$ cat config.mk
export PLATFORM = sky130hd
export DESIGN_NAME = seg_letter_decoder
export DESIGN_NICKNAME = d
export VERILOG_FILES = /design/src/rtl/seg_letter_decoder.sv
export SDC_FILE = /design/constraint.sdc
export NUM_CORES = 1
export LEC_CHECK = 0
export BUFFER_PORTS_ARGS = -buffer_cell sky130_fd_sc_hd__buf_2
export CORE_MARGIN = 2
export CORE_UTILIZATION = 35
export DETAILED_ROUTE_END_ITERATION = 8
export PLACE_DENSITY = 0.64
export SETUP_SLACK_MARGIN = 0.02
export SLEW_MARGIN = 30
export SYNTH_ARGS = -nofsm -noshare
export SYNTH_HDL_FRONTEND = slang
export SYNTH_SLANG_ARGS = --single-unit
$ cat constraint.sdc
create_clock -name clk -period 2.4 [get_ports clk]
set_input_delay 0.36 -clock clk [delete_from_list [all_inputs] [get_ports clk]]
set_output_delay 0.36 -clock clk [all_outputs]
set_load 0.005 [all_outputs]
$ cat src/rtl/seg_letter_decoder.sv
// seg_letter_decoder
//   Turns an active-low 7-segment pattern back into a 5-bit letter code.
//   The pattern is synchronised and must be held steady before it is accepted.
//   Each accepted code is pushed into a small first-word-fall-through FIFO,
//   which the consumer drains with a valid/ready handshake.
//
// Optional build macro: SEG_DIGIT_DECODE_EN
//   When defined, the standard digit patterns 0-9 also decode, to codes 16-25.
//   When undefined, those digit patterns raise err_pulse instead.
//
// Ports:
//   clk        system clock
//   reset      synchronous, active-high reset
//   seg_in     active-low segment pattern (bit 6..0 = g..a), asynchronous to clk
//   out_code   letter code at the FIFO head (0 when the FIFO is empty)
//   out_valid  FIFO non-empty
//   out_ready  consumer takes the head when high together with out_valid
//   err_pulse  one-cycle pulse for a stable, unrecognised, non-blank pattern
//   overflow   sticky flag: a decoded code was dropped because the FIFO was full
//   fill       current FIFO occupancy
module seg_letter_decoder #(
  parameter int STABLE_CYCLES = 4,
  parameter int DEPTH         = 4
) (
  input  logic                     clk,
  input  logic                     reset,
  input  logic [6:0]               seg_in,
  output logic [4:0]               out_code,
  output logic                     out_valid,
  input  logic                     out_ready,
  output logic                     err_pulse,
  output logic                     overflow,
  output logic [$clog2(DEPTH):0]   fill
);

  localparam int AW = $clog2(DEPTH);
  localparam int PW = AW + 1;
  localparam int CW = $clog2(STABLE_CYCLES + 1);
  localparam logic [6:0]    BLANK   = 7'b1111111;
  localparam logic [CW-1:0] CNT_MAX = CW'(STABLE_CYCLES);
  localparam logic [PW-1:0] FULL_LV = PW'(DEPTH);

  typedef enum logic [1:0] {IDLE, COUNT, FIRE, HOLD} state_t;

  logic [6:0]    sync1, sample, prev_sample;
  logic          changed;
  logic [CW-1:0] cnt, cnt_next;
  state_t        state, state_next;
  logic          hit;
  logic [4:0]    code;
  logic          push, pop, full, do_push;
  logic [PW-1:0] wr_ptr, rd_ptr;
  logic [4:0]    mem [DEPTH];

  // Two-flop synchroniser, plus a copy of the previous sample for change
  // detection. All three reset to blank, so a pattern that is held through
  // reset is seen as a fresh change afterwards.
  always_ff @(posedge clk) begin
    if (reset) begin
      sync1       <= BLANK;
      sample      <= BLANK;
      prev_sample <= BLANK;
    end else begin
      sync1       <= seg_in;
      sample      <= sync1;
      prev_sample <= sample;
    end
  end

  assign changed = (sample != prev_sample);

  // Stability counter: it reloads to 1 on any change and otherwise
  // saturates at STABLE_CYCLES.
  always_comb begin
    cnt_next = cnt;
    if (changed)
      cnt_next = CW'(1);
    else if (cnt != CNT_MAX)
      cnt_next = cnt + CW'(1);
  end

  always_ff @(posedge clk) begin
    if (reset)
      cnt <= '0;
    else
      cnt <= cnt_next;
  end

  // State register.
  always_ff @(posedge clk) begin
    if (reset)
      state <= IDLE;
    else
      state <= state_next;
  end

  // Next-state logic. COUNT moves to FIRE on the same edge at which the
  // counter reaches its limit, so FIRE lines up with the last stable sample.
  // HOLD stops a held pattern from firing a second time.
  always_comb begin
    state_next = state;
    unique case (state)
      IDLE:  if (changed) state_next = COUNT;
      COUNT: if (!changed && (cnt_next == CNT_MAX)) state_next = FIRE;
      FIRE:  state_next = HOLD;
      HOLD:  if (changed) state_next = COUNT;
      default: state_next = IDLE;
    endcase
  end

  // Pattern decode. Letters are listed first, so they win over any digit
  // pattern that happens to overlap.
  always_comb begin
    hit  = 1'b0;
    code = 5'd0;
    case (sample)
      7'b0001000: begin hit = 1'b1; code = 5'd0;  end
      7'b0000011: begin hit = 1'b1; code = 5'd1;  end
      7'b1000110: begin hit = 1'b1; code = 5'd2;  end
      7'b0100001: begin hit = 1'b1; code = 5'd3;  end
      7'b0000110: begin hit = 1'b1; code = 5'd4;  end
      7'b0001110: begin hit = 1'b1; code = 5'd5;  end
      7'b0010000: begin hit = 1'b1; code = 5'd6;  end
      7'b0001011: begin hit = 1'b1; code = 5'd7;  end
      7'b1110000: begin hit = 1'b1; code = 5'd8;  end
      7'b1110001: begin hit = 1'b1; code = 5'd9;  end
      7'b0001111: begin hit = 1'b1; code = 5'd10; end
`ifdef SEG_DIGIT_DECODE_EN
      7'b1000000: begin hit = 1'b1; code = 5'd16; end
      7'b1111001: begin hit = 1'b1; code = 5'd17; end
      7'b0100100: begin hit = 1'b1; code = 5'd18; end
      7'b0110000: begin hit = 1'b1; code = 5'd19; end
      7'b0011001: begin hit = 1'b1; code = 5'd20; end
      7'b0010010: begin hit = 1'b1; code = 5'd21; end
      7'b0000010: begin hit = 1'b1; code = 5'd22; end
      7'b1111000: begin hit = 1'b1; code = 5'd23; end
      7'b0000000: begin hit = 1'b1; code = 5'd24; end
      7'b0011000: begin hit = 1'b1; code = 5'd25; end
`else
`endif
      default: begin hit = 1'b0; code = 5'd0; end
    endcase
  end

  // Output logic. A blank pattern in FIRE is silently ignored.
  always_comb begin
    push      = 1'b0;
    err_pulse = 1'b0;
    if (state == FIRE) begin
      push      = hit;
      err_pulse = !hit && (sample != BLANK);
    end
  end

  // FIFO pointers carry one extra wrap bit, so full and empty can be told
  // apart. When the FIFO is full, a push is still accepted if a pop happens
  // in the same cycle.
  assign fill      = wr_ptr - rd_ptr;
  assign full      = (fill == FULL_LV);
  assign out_valid = (fill != '0);
  assign pop       = out_valid && out_ready;
  assign do_push   = push && (!full || pop);
  assign out_code  = out_valid ? mem[rd_ptr[AW-1:0]] : 5'd0;

  always_ff @(posedge clk) begin
    if (reset) begin
      wr_ptr   <= '0;
      rd_ptr   <= '0;
      overflow <= 1'b0;
    end else begin
      if (do_push)
        wr_ptr <= wr_ptr + PW'(1);
      if (pop)
        rd_ptr <= rd_ptr + PW'(1);
      if (push && full && !pop)
        overflow <= 1'b1;
    end
  end

  // Storage is not reset. out_code is forced to 0 while the FIFO is empty,
  // so stale entries never reach the output.
  always_ff @(posedge clk) begin
    if (do_push)
      mem[wr_ptr[AW-1:0]] <= code;
  end

endmodule

==> flow_summary_export.csv, run 1 <==
group,metric,value,unit
outcome,status,"finished, final reports clean",
setup_path,crit_path_end_kind,"output pin",
synthesis,async_flop_share,0,%
finish,final_cell_mix,"31 x dfxtp_1, 22 x or2_2, 19 x buf_2",
global_route,antenna_found_initial,0,
clocking,worst_skew_pair.late_latency,0.30,ns
die,dieArea,0.00735,mm2
placement,io_buffers,19,
synthesis,muxShareOfSynthArea,5.24,%
pwr,p_leak,1.07,nW
timing,report.final.slew_viol_count,0,
setup_path,cp_slowest_cell,"or4b_4",
setup_path,max_stage_delay,0.53,ns
min_path,hp-class,"in -> reg",
die,rows,29,
placement,placed_cell_area,0.00255,mm2
finish,layout-drive-gt1-share,35.9,%
finish,stdcell_area,0.00272,mm2
synthesis,syn_area,0.00234,mm2
routing,via_count,1549,
timing,fin_worst_skew,0.0109,ns
die,die_x,85.8,um
die,pin_count,21,
die,dieHeight,85.8,um
setup_path,cp_cell_sequence,"or4b_4, or2_1, o2111a_2, nand2_1, a211oi_2, buf_2",
timing,finalHoldViolations,0,
global_route,grt_usage,12.1,%
routing,ant_nets,0,
finish,diodes,0,
timing,setup_viol,0,
setup_path,cp.required,2.04,ns
setup_path,reg2reg_depth,8,
setup_path,crit_arrival,1.93,ns
synthesis,yosysSeqAreaShare,50.5,%
clocking,clkTransAtPathRegs,0.09,ns
synthesis,yosysWarnings,0,
min_path,min_path_cells,2,
synthesis,syn_inst,215,
synthesis,synth_edf_count,16,
setup_path,cp_max_fo,8,
placement,detailed_place_hpwl,2970,um
global_route,grt_overflow,0,
clocking,cts_max_path_buffers,2,
placement,post-place-cells,310,
routing,avgViaCountPerCell,4.81,
routing,dr.pass1.iters,6,
finish,fin_cells,322,
pwr,ir_worst_vdd,392,uV
timing,clock.fmax,437,MHz
placement,gp_congestion,0.790,
finish,syn_to_final_growth,16.3,%
global_route,grt_max_degree,38,
clocking,clock_sinks,51,
synthesis,synth_top_family_by_area,"simple AND/OR/NAND/NOR gates",
global_route,grt_first_pass_wirelength,7000,um
synthesis,yosys.area_share.simple,21.0,%
synthesis,synth_cell_types,47,
synthesis,synth-adder-area-share,6.20,%
timing,finalCritPeriodShare,95.4,%
routing,wl_per_cell,12.8,um
timing,max_slew_margin,46.3,%
pwr,p_per_area,711,mW/mm2
die,initial_core_util,36.4,%
clocking,cts_tree,"done",
synthesis,synth-seq-cells,51,
finish,nNetsFinal,265,
setup_path,path_class,"reg -> out",
finish,post-route-util,42.4,%
synthesis,synthXorXnorAreaFrac,5.08,%
clocking,holdBufCountCts,0,
timing,tightest_slew,0.795,ns
synthesis,synth_compound_area_share,7.17,%
global_route,grt_pass1_vias,1503,
synthesis,syn_area_per_cell,10.9,um2
timing,fin_crit,2.29,ns
timing,rsz0062_at_grt,"no",
clocking,htree_levels,2,
timing,hold_slack,0.238,ns
clocking,cts_buffers,5,
flow_run,drv_cap,0,
finish,final_common_cell,"dfxtp_1",
routing,route.detailed.drc,0,
setup_path,start_kind,"flip-flop",
die,core-area,0.00642,mm2
clocking,root_buffer,"clkbuf_8",
synthesis,synth_nets,236,
synthesis,ys.flop_type,"dfxtp_1",
routing,drt_wl_total,4120,um
pwr,power,1.93,mW
routing,drtIter0Drc,35,
cell type report:
class                   count  area (um2)
repair buffers             34         211
inverters                  13        48.8
flip-flops and latches     51        1190
well taps                  77        96.3
clock buffers               5        68.8
fillers                   618        3700
multi-input cells         139        1090
clock inverters             3        15.0
state kept, by name, summed over array words and instances, names as in the netlist, named ones only:
name and count:
sync1 7, rd_ptr 3, wr_ptr 3, prev_sample 7, overflow 1, mem 16, sample 7, state 2
cnt 3
where the power goes:
part / total [mW] / internal [mW] / switching (mW)
clock: 0.466 / 0.200 / 0.266
sequential: 0.964 / 0.924 / 0.0402
combinational: 0.505 / 0.284 / 0.221
per-stage QoR:
stage | setup slack (ns) | setup TNS, ns
6_report | 0.111 | 0
5_1_grt | 0.0166 | 0
4_1_cts | 0.0249 | 0
3_5_place_dp | -0.00168 | -0.00649
3_3_place_gp | 0.0393 | 0
2_1_floorplan | 0.0124 | 0
worst paths after layout:
check | start | endpoint | slack, ns
hold reg to reg | sync1[4]$_SDFF_PP1_ | sample[4]$_SDFF_PP1_ | 0.41
setup / recovery | sample[5]$_SDFF_PP1_ | err_pulse | 0.11
hold / removal | seg_in[6] | sync1[6]$_SDFF_PP1_ | 0.24
setup reg to reg | wr_ptr[0]$_SDFFE_PP0P_ | wr_ptr[2]$_SDFFE_PP0P_ | 0.13
synth_stat cells (all sizes together), types with 3 or more instances:
cell type  number  area, um2
ha             10        125
xnor2           8       70.1
buf             7       42.5
and2            7       43.8
nand2           7       26.3
dfxtp          35        701
nor2           13       48.8
edfxtp         16        480
nand3          10       50.1
clkbuf          5       18.8
nor3            5       25.0
nor3b           4       30.0
o21ai           4       20.0
a21oi           7       50.1
inv            13       48.8
or2            23        144
mux4            4       90.1
nand2b          4       25.0
xor2            3       26.3
nand3b          4       30.0
logic make-up after synthesis:
kind of cell,count (synthesis)
other,1
buffers and inverters,25
AOI/OAI and AO/OA,22
DFF,51
and+or+nand+nor,86
xor gates and xnor gates,12
adders and majority gates,11
muxes,7
routing by layer:
layer	GRT usage, %	up-vias	routed length (um)
met5	0	-	0
met4	3.90	0	72
met3	2.98	7	110
met2	20.7	22	2040
met1	14.9	728	1900
li1	-	792	-
repair_timing:
action	CTS	global route
buffers inserted	2	2
resized for setup	10	8
pin swaps	2	2
setup endpoints to repair	17	23
critical path: cells and delay by family, from the launching register on:
kind | cells | cell delay [ns]
AO/OA/AOI/OAI | 2 | 0.24
flip-flops | 1 | 0.38
AND/OR/NAND/NOR | 3 | 0.88
buffers and inverters | 1 | 0.13
No activity file was read; power rests on OpenSTA's default activity.
==> inputs of run 2 (changes only) <==
PLACE_DENSITY = 0.62   (was 0.64)
clock period = 2.3 ns   (was 2.4 ns; I/O delays follow)
==> run 2 against run 1 <==
  * Critical path depth up 2
  * Combinational power is 14% higher
  * Register-to-register slack worse by 0.07 ns
  * Utilization rose by 1.3 points
  * Count of clock-buffer cells in the layout is 1 higher
  * Flip-flop and latch count unchanged
  * Sequential power up 5%
  * The run now ends with DRC left
  * Cell count grew 0.62%
  * Non-clock buffer count up 2
  * Power rose by 12%
==> flow_summary_export.csv, run 2 (synthesis gave the netlist of run 1 again) <==
group,metric,value,unit
outcome,status,"complete, but fails checks",
outcome,violations,"DRC",
routing,ant_nets,0,
pwr,p_leak,1.10,nW
finish,layout-drive-gt1-share,40.1,%
finish,nNetsFinal,267,
clocking,cts_tree,"done",
die,core-area,0.00642,mm2
min_path,min_path_cells,2,
finish,nFillCells,588,
min_path,hp-class,"in -> reg",
global_route,grt_usage,12.2,%
global_route,grt_max_degree,38,
clocking,holdBufCountCts,0,
timing,tightest_slew,0.880,ns
placement,io_buffers,19,
pwr,pwr-share-seq,46.6,%
timing,report.final.slew_viol_count,0,
setup_path,path_class,"reg -> out",
finish,fin_cells,324,
clocking,clkTransAtPathRegs,0.10,ns
global_route,antenna_found_initial,0,
placement,gp_congestion,0.796,
timing,fin_worst_skew,0.00911,ns
pwr,switching_share,27.3,%
setup_path,crit_arrival,1.90,ns
die,rows,29,
pwr,power_switching,592,uW
setup_path,cp.required,1.96,ns
clocking,htree_levels,2,
setup_path,r2r_setup_slack,0.06,ns
pwr,p_per_area,772,mW/mm2
setup_path,cp_max_fo,6,
routing,drt_wl_total,4120,um
clocking,root_buffer,"clkbuf_8",
timing,rsz0062_at_grt,"yes",
setup_path,reg2reg_depth,8,
clocking,cts_buffers,5,
timing,max_slew_margin,40.6,%
placement,post-place-cells,308,
timing,finalHoldViolations,0,
timing,fin_crit,2.25,ns
die,die_x,85.8,um
finish,final_cell_mix,"29 x dfxtp_1, 22 x or2_2, 17 x buf_2",
global_route,grt_first_pass_wirelength,7020,um
die,dieArea,0.00735,mm2
finish,syn_to_final_growth,19.9,%
clocking,clock_sinks,51,
routing,avgViaCountPerCell,4.81,
finish,diodes,0,
setup_path,start_kind,"flip-flop",
pwr,power,2.17,mW
placement,detailed_place_hpwl,2920,um
timing,tns,0,ns
pwr,p_comb_share,26.5,%
timing,clock.fmax,444,MHz
setup_path,rr_startpoint,"wr_ptr[0]$_SDFFE_PP0P_",
setup_path,crit_path_end_kind,"output pin",
finish,largest_reg_flops,16,
timing,setup_viol,0,
timing,finalCritPeriodShare,97.8,%
flow_run,drv_cap,0,
routing,drtIter0Drc,65,
pwr,p_int,1.58,mW
die,dieHeight,85.8,um
global_route,grt_pass1_vias,1471,
finish,final_common_cell,"dfxtp_1",
routing,route.detailed.drc,1,
die,initial_core_util,36.4,%
min_path,min_to,"sync1[4]$_SDFF_PP1_",
global_route,grt_overflow,0,
setup_path,rr_endpoint,"wr_ptr[0]$_SDFFE_PP0P_",
pwr,clockPowerShare,26.9,%
routing,via_count,1558,
routing,wl_per_cell,12.7,um
clocking,worst_skew_pair.late_latency,0.30,ns
clocking,cts_max_path_buffers,2,
pwr,ir_worst_vdd,389,uV
routing,dr.pass1.iters,7,
min_path,hp-start,"seg_in[4]",
die,pin_count,21,
==> run 2: routing by layer <==
metal | GRT usage (%) | up-vias | part of all wire [%] | routed length, um
li1 | - | 798 | - | -
met1 | 15.2 | 724 | 45 | 1840
met2 | 21.1 | 31 | 51 | 2090
met3 | 2.60 | 5 | 3.4 | 139
met4 | 3.90 | 0 | 1.4 | 56
met5 | 0 | - | 0 | 0
==> run 2: how the worst max path moves through the flow <==
| stage | startpoint | endpoint | slack (ns) | cells past startpoint |
|---|---|---|---|---|
| 3_3_place_gp | wr_ptr[0]$_SDFFE_PP0P_ | wr_ptr[0]$_SDFFE_PP0P_ | 0.05 | 8 |
| 4_1_cts | wr_ptr[0]$_SDFFE_PP0P_ | out_code[2] | 0.02 | 8 |
| 3_5_place_dp | wr_ptr[0]$_SDFFE_PP0P_ | wr_ptr[0]$_SDFFE_PP0P_ | 0.02 | 8 |
| 6_report | wr_ptr[0]$_SDFFE_PP0P_ | out_code[0] | 0.05 | 8 |
| 2_1_floorplan | wr_ptr[0]$_SDFFE_PP0P_ | wr_ptr[2]$_SDFFE_PP0P_ | 0.02 | 8 |
| 5_1_grt | wr_ptr[0]$_SDFFE_PP0P_ | out_code[0] | -0.04 | 8 |
==> run 2: power groups by stage <==
stage / Clock [mW] / Sequential (mW) / Combinational (mW)
after global placement: 0 / 1.03 / 0.412
after floorplan: 0 / 1.01 / 0.288
after CTS: 0.602 / 1.01 / 0.499
after detailed placement: 0 / 1.03 / 0.416
final: 0.583 / 1.01 / 0.575
after global routing: 0.640 / 1.02 / 0.637
==> run 2: cell type report <==
class / instances / area (um2) / share of cell area (%)
multi-input cells: 139 / 1120 / 40.0
repair buffers: 36 / 239 / 8.52
flip-flops and latches: 51 / 1190 / 42.4
inverters: 13 / 48.8 / 1.74
well taps: 77 / 96.3 / 3.43
clock inverters: 2 / 13.8 / 0.490
clock buffers: 6 / 93.8 / 3.34
==> run 2: worst max-delay path: stages (launching register included) <==
cell	delay [ns]
dfxtp_2	0.34
inv_2	0.05
ha_4	0.15
fa_2	0.33
xnor3_2	0.25
buf_6	0.11
nand3_4	0.09
and2_4	0.18
buf_6	0.10
==> run 2: metrics by stage <==
step,hold slack (ns),cell area (um2),worst slack (ns),util (%)
final,0.213,2810,0.0502,43.7
after global routing,0.203,2810,-0.0400,43.7
after CTS,0.207,2740,0.0181,42.7
after detailed placement,0.392,2550,0.0235,39.7
after global placement,0.392,2550,0.0454,39.7
after floorplan,0.389,2350,0.0210,-
==> run 2: repair_timing <==
| action | 4_1_cts | 5_1_grt |
|---|---|---|
| buffers inserted | 4 | 4 |
| endpoints found under the setup margin | 16 | 24 |
| gates resized for setup | 16 | 10 |
| pin swaps | 8 | 5 |
==> inputs of run 3 (changes only) <==
--- a/config.mk
+++ b/config.mk
@@ -11,4 +11,5 @@
 export DETAILED_ROUTE_END_ITERATION = 8
 export PLACE_DENSITY = 0.62
+export RECOVER_POWER = 25
 export SETUP_SLACK_MARGIN = 0.02
 export SLEW_MARGIN = 30
==> constraint.sdc (replaced) <==
create_clock -name clk -period 2.5 [get_ports clk]
set_input_delay 0.25 -clock clk [delete_from_list [all_inputs] [get_ports clk]]
set_output_delay 0.25 -clock clk [all_outputs]
set_load 0.005 [all_outputs]
==> run 3 against run 2 <==
  * The run now ends clean
  * Die area stayed put
  * Non-clock buffer count is 9 lower
  * First-iteration DRC count is 6.2% lower
==> flow_summary_export.csv, run 3 (synthesis gave the netlist of run 1 again) <==
group,metric,value,unit
global_route,grt_pass1_vias,1348,
placement,gp_congestion,0.801,
clocking,htree_levels,2,
timing,fin_worst_skew,0.00401,ns
clocking,worst_skew_pair.late_latency,0.29,ns
clocking,cts_max_path_buffers,2,
pwr,p_leak,1.03,nW
setup_path,cp_slowest_cell,"or4_4",
timing,clock.fmax,423,MHz
timing,max_slew_margin,14.2,%
pwr,power_switching,467,uW
routing,via_count,1507,
global_route,grt_overflow,0,
setup_path,cp.required,2.54,ns
setup_path,reg2reg_depth,8,
finish,layout-drive-gt1-share,27.7,%
global_route,antenna_found_initial,0,
placement,post-place-cells,305,
finish,fin_cells,315,
timing,fin_crit,2.36,ns
die,pin_count,21,
routing,dr.pass1.iters,6,
timing,report.final.slew_viol_count,0,
pwr,switching_share,25.9,%
routing,route.detailed.drc,0,
die,dieArea,0.00735,mm2
finish,nNetsFinal,258,
timing,tns,0,ns
pwr,clockPowerShare,27.8,%
finish,final_cell_mix,"35 x dfxtp_1, 22 x or2_2, 18 x buf_2",
setup_path,max_stage_delay,0.55,ns
die,dieHeight,85.8,um
flow_run,drv_cap,0,
setup_path,path_class,"reg -> reg",
setup_path,cp_cell_sequence,"inv_1, ha_1, fa_1, inv_1, or4_4, nand2_1, a21oi_4, and2_1",
die,initial_core_util,36.4,%
finish,diodes,0,
timing,finalCritPeriodShare,94.5,%
finish,largest_reg_flops,16,
clocking,clkTransAtPathRegs,0.08,ns
setup_path,cp_max_fo,5,
clocking,clock_sinks,51,
routing,drtIter0Drc,61,
placement,detailed_place_hpwl,2850,um
global_route,grt_max_degree,38,
finish,post-route-util,41.1,%
clocking,cts_buffers,5,
placement,io_buffers,19,
global_route,grt_usage,11.3,%
routing,avgViaCountPerCell,4.78,
pwr,power,1.80,mW
global_route,grt_first_pass_wirelength,6560,um
setup_path,cpMostUsedCell,"inv_1",
pwr,p_comb_share,20.8,%
min_path,hp-class,"in -> reg",
routing,drt_wl_total,3900,um
clocking,cts_tree,"done",
die,die_x,85.8,um
outcome,status,"finished, final reports clean",
setup_path,crit_path_end_kind,"flip-flop",
die,rows,29,
pwr,p_per_area,683,mW/mm2
pwr,pwr-share-seq,51.4,%
setup_path,start_kind,"flip-flop",
finish,final_common_cell,"dfxtp_1",
timing,setup_viol,0,
timing,finalHoldViolations,0,
pwr,p_int,1.33,mW
timing,tightest_slew,1.29,ns
pwr,ir_worst_vdd,316,uV
min_path,min_path_cells,2,
routing,ant_nets,0,
timing,rsz0062_at_grt,"yes",
routing,wl_per_cell,12.4,um
setup_path,crit_arrival,2.40,ns
clocking,root_buffer,"clkbuf_8",
finish,syn_to_final_growth,12.8,%
die,core-area,0.00642,mm2
[run 3: cell count changes in the layout (fill, tap and decap cells not counted), sizes merged]
cell | previous run | this run
buf | 36 | 26
clkbuf | 6 | 9
clkinv | 2 | 0
[run 3: metal layers]
metal	share of wire [%]	wire (um)	GRT usage, %	vias up
met5	0	0	0	-
met4	0.90	35	3.46	0
met3	2.7	107	2.98	5
met2	47	1830	17.3	20
met1	49	1920	15.8	706
li1	-	-	-	776
[run 3: path summary, 6_finish.rpt]
path / end / slack (ns) / from
worst max-delay path: mem[2][1]$_DFFE_PP_ / 0.14 / wr_ptr[0]$_SDFFE_PP0P_
worst min-delay path: sync1[5]$_SDFF_PP1_ / 0.13 / seg_in[5]
worst max register to register: mem[2][1]$_DFFE_PP_ / 0.14 / wr_ptr[0]$_SDFFE_PP0P_
worst min register to register: sample[1]$_SDFF_PP1_ / 0.41 / sync1[1]$_SDFF_PP1_
[run 3: area by class of cell]
| class | instances | area, um2 |
|---|---|---|
| fill | 608 | 3780 |
| sequential | 51 | 1180 |
| multi-input combinational | 139 | 1060 |
| timing repair buffer | 27 | 154 |
| clock buffer | 8 | 101 |
| tap | 77 | 96.3 |
| inverter | 13 | 48.8 |
[run 3: timing repair]
action / CTS / global route
gates resized for setup: 1 / 1
pin swaps: 0 / 1
endpoints found under the setup margin: 1 / 15
setup buffers: 0 / 2
hold buffers: 0 / 0
[run 3: power by group through the flow]
stage,combinational [mW],sequential (mW),clock (mW)
finish,0.375,0.927,0.501
global route,0.425,0.935,0.561
CTS,0.376,0.928,0.518
detailed placement,0.373,0.947,0
global placement,0.375,0.946,0
floorplan,0.261,0.932,0
[run 3: metrics by stage]
step | area (um2) | worst slack, ns | hold slack, ns
floorplan | 2340 | 0.112 | 0.354
global placement | 2510 | 0.111 | 0.390
detailed placement | 2510 | 0.0814 | 0.395
CTS | 2620 | 0.0831 | 0.124
global route | 2640 | 0.0128 | 0.120
finish | 2640 | 0.137 | 0.135
[run 3: critical path: cells and delay by family (launching register included)]
| family | cells | cell delay, ns |
|---|---|---|
| AND/OR/NAND/NOR | 3 | 0.90 |
| adder cells (fa/ha/maj) | 2 | 0.71 |
| flip-flops | 1 | 0.33 |
| buffers and inverters | 2 | 0.12 |
| AO/OA/AOI/OAI | 1 | 0.06 |
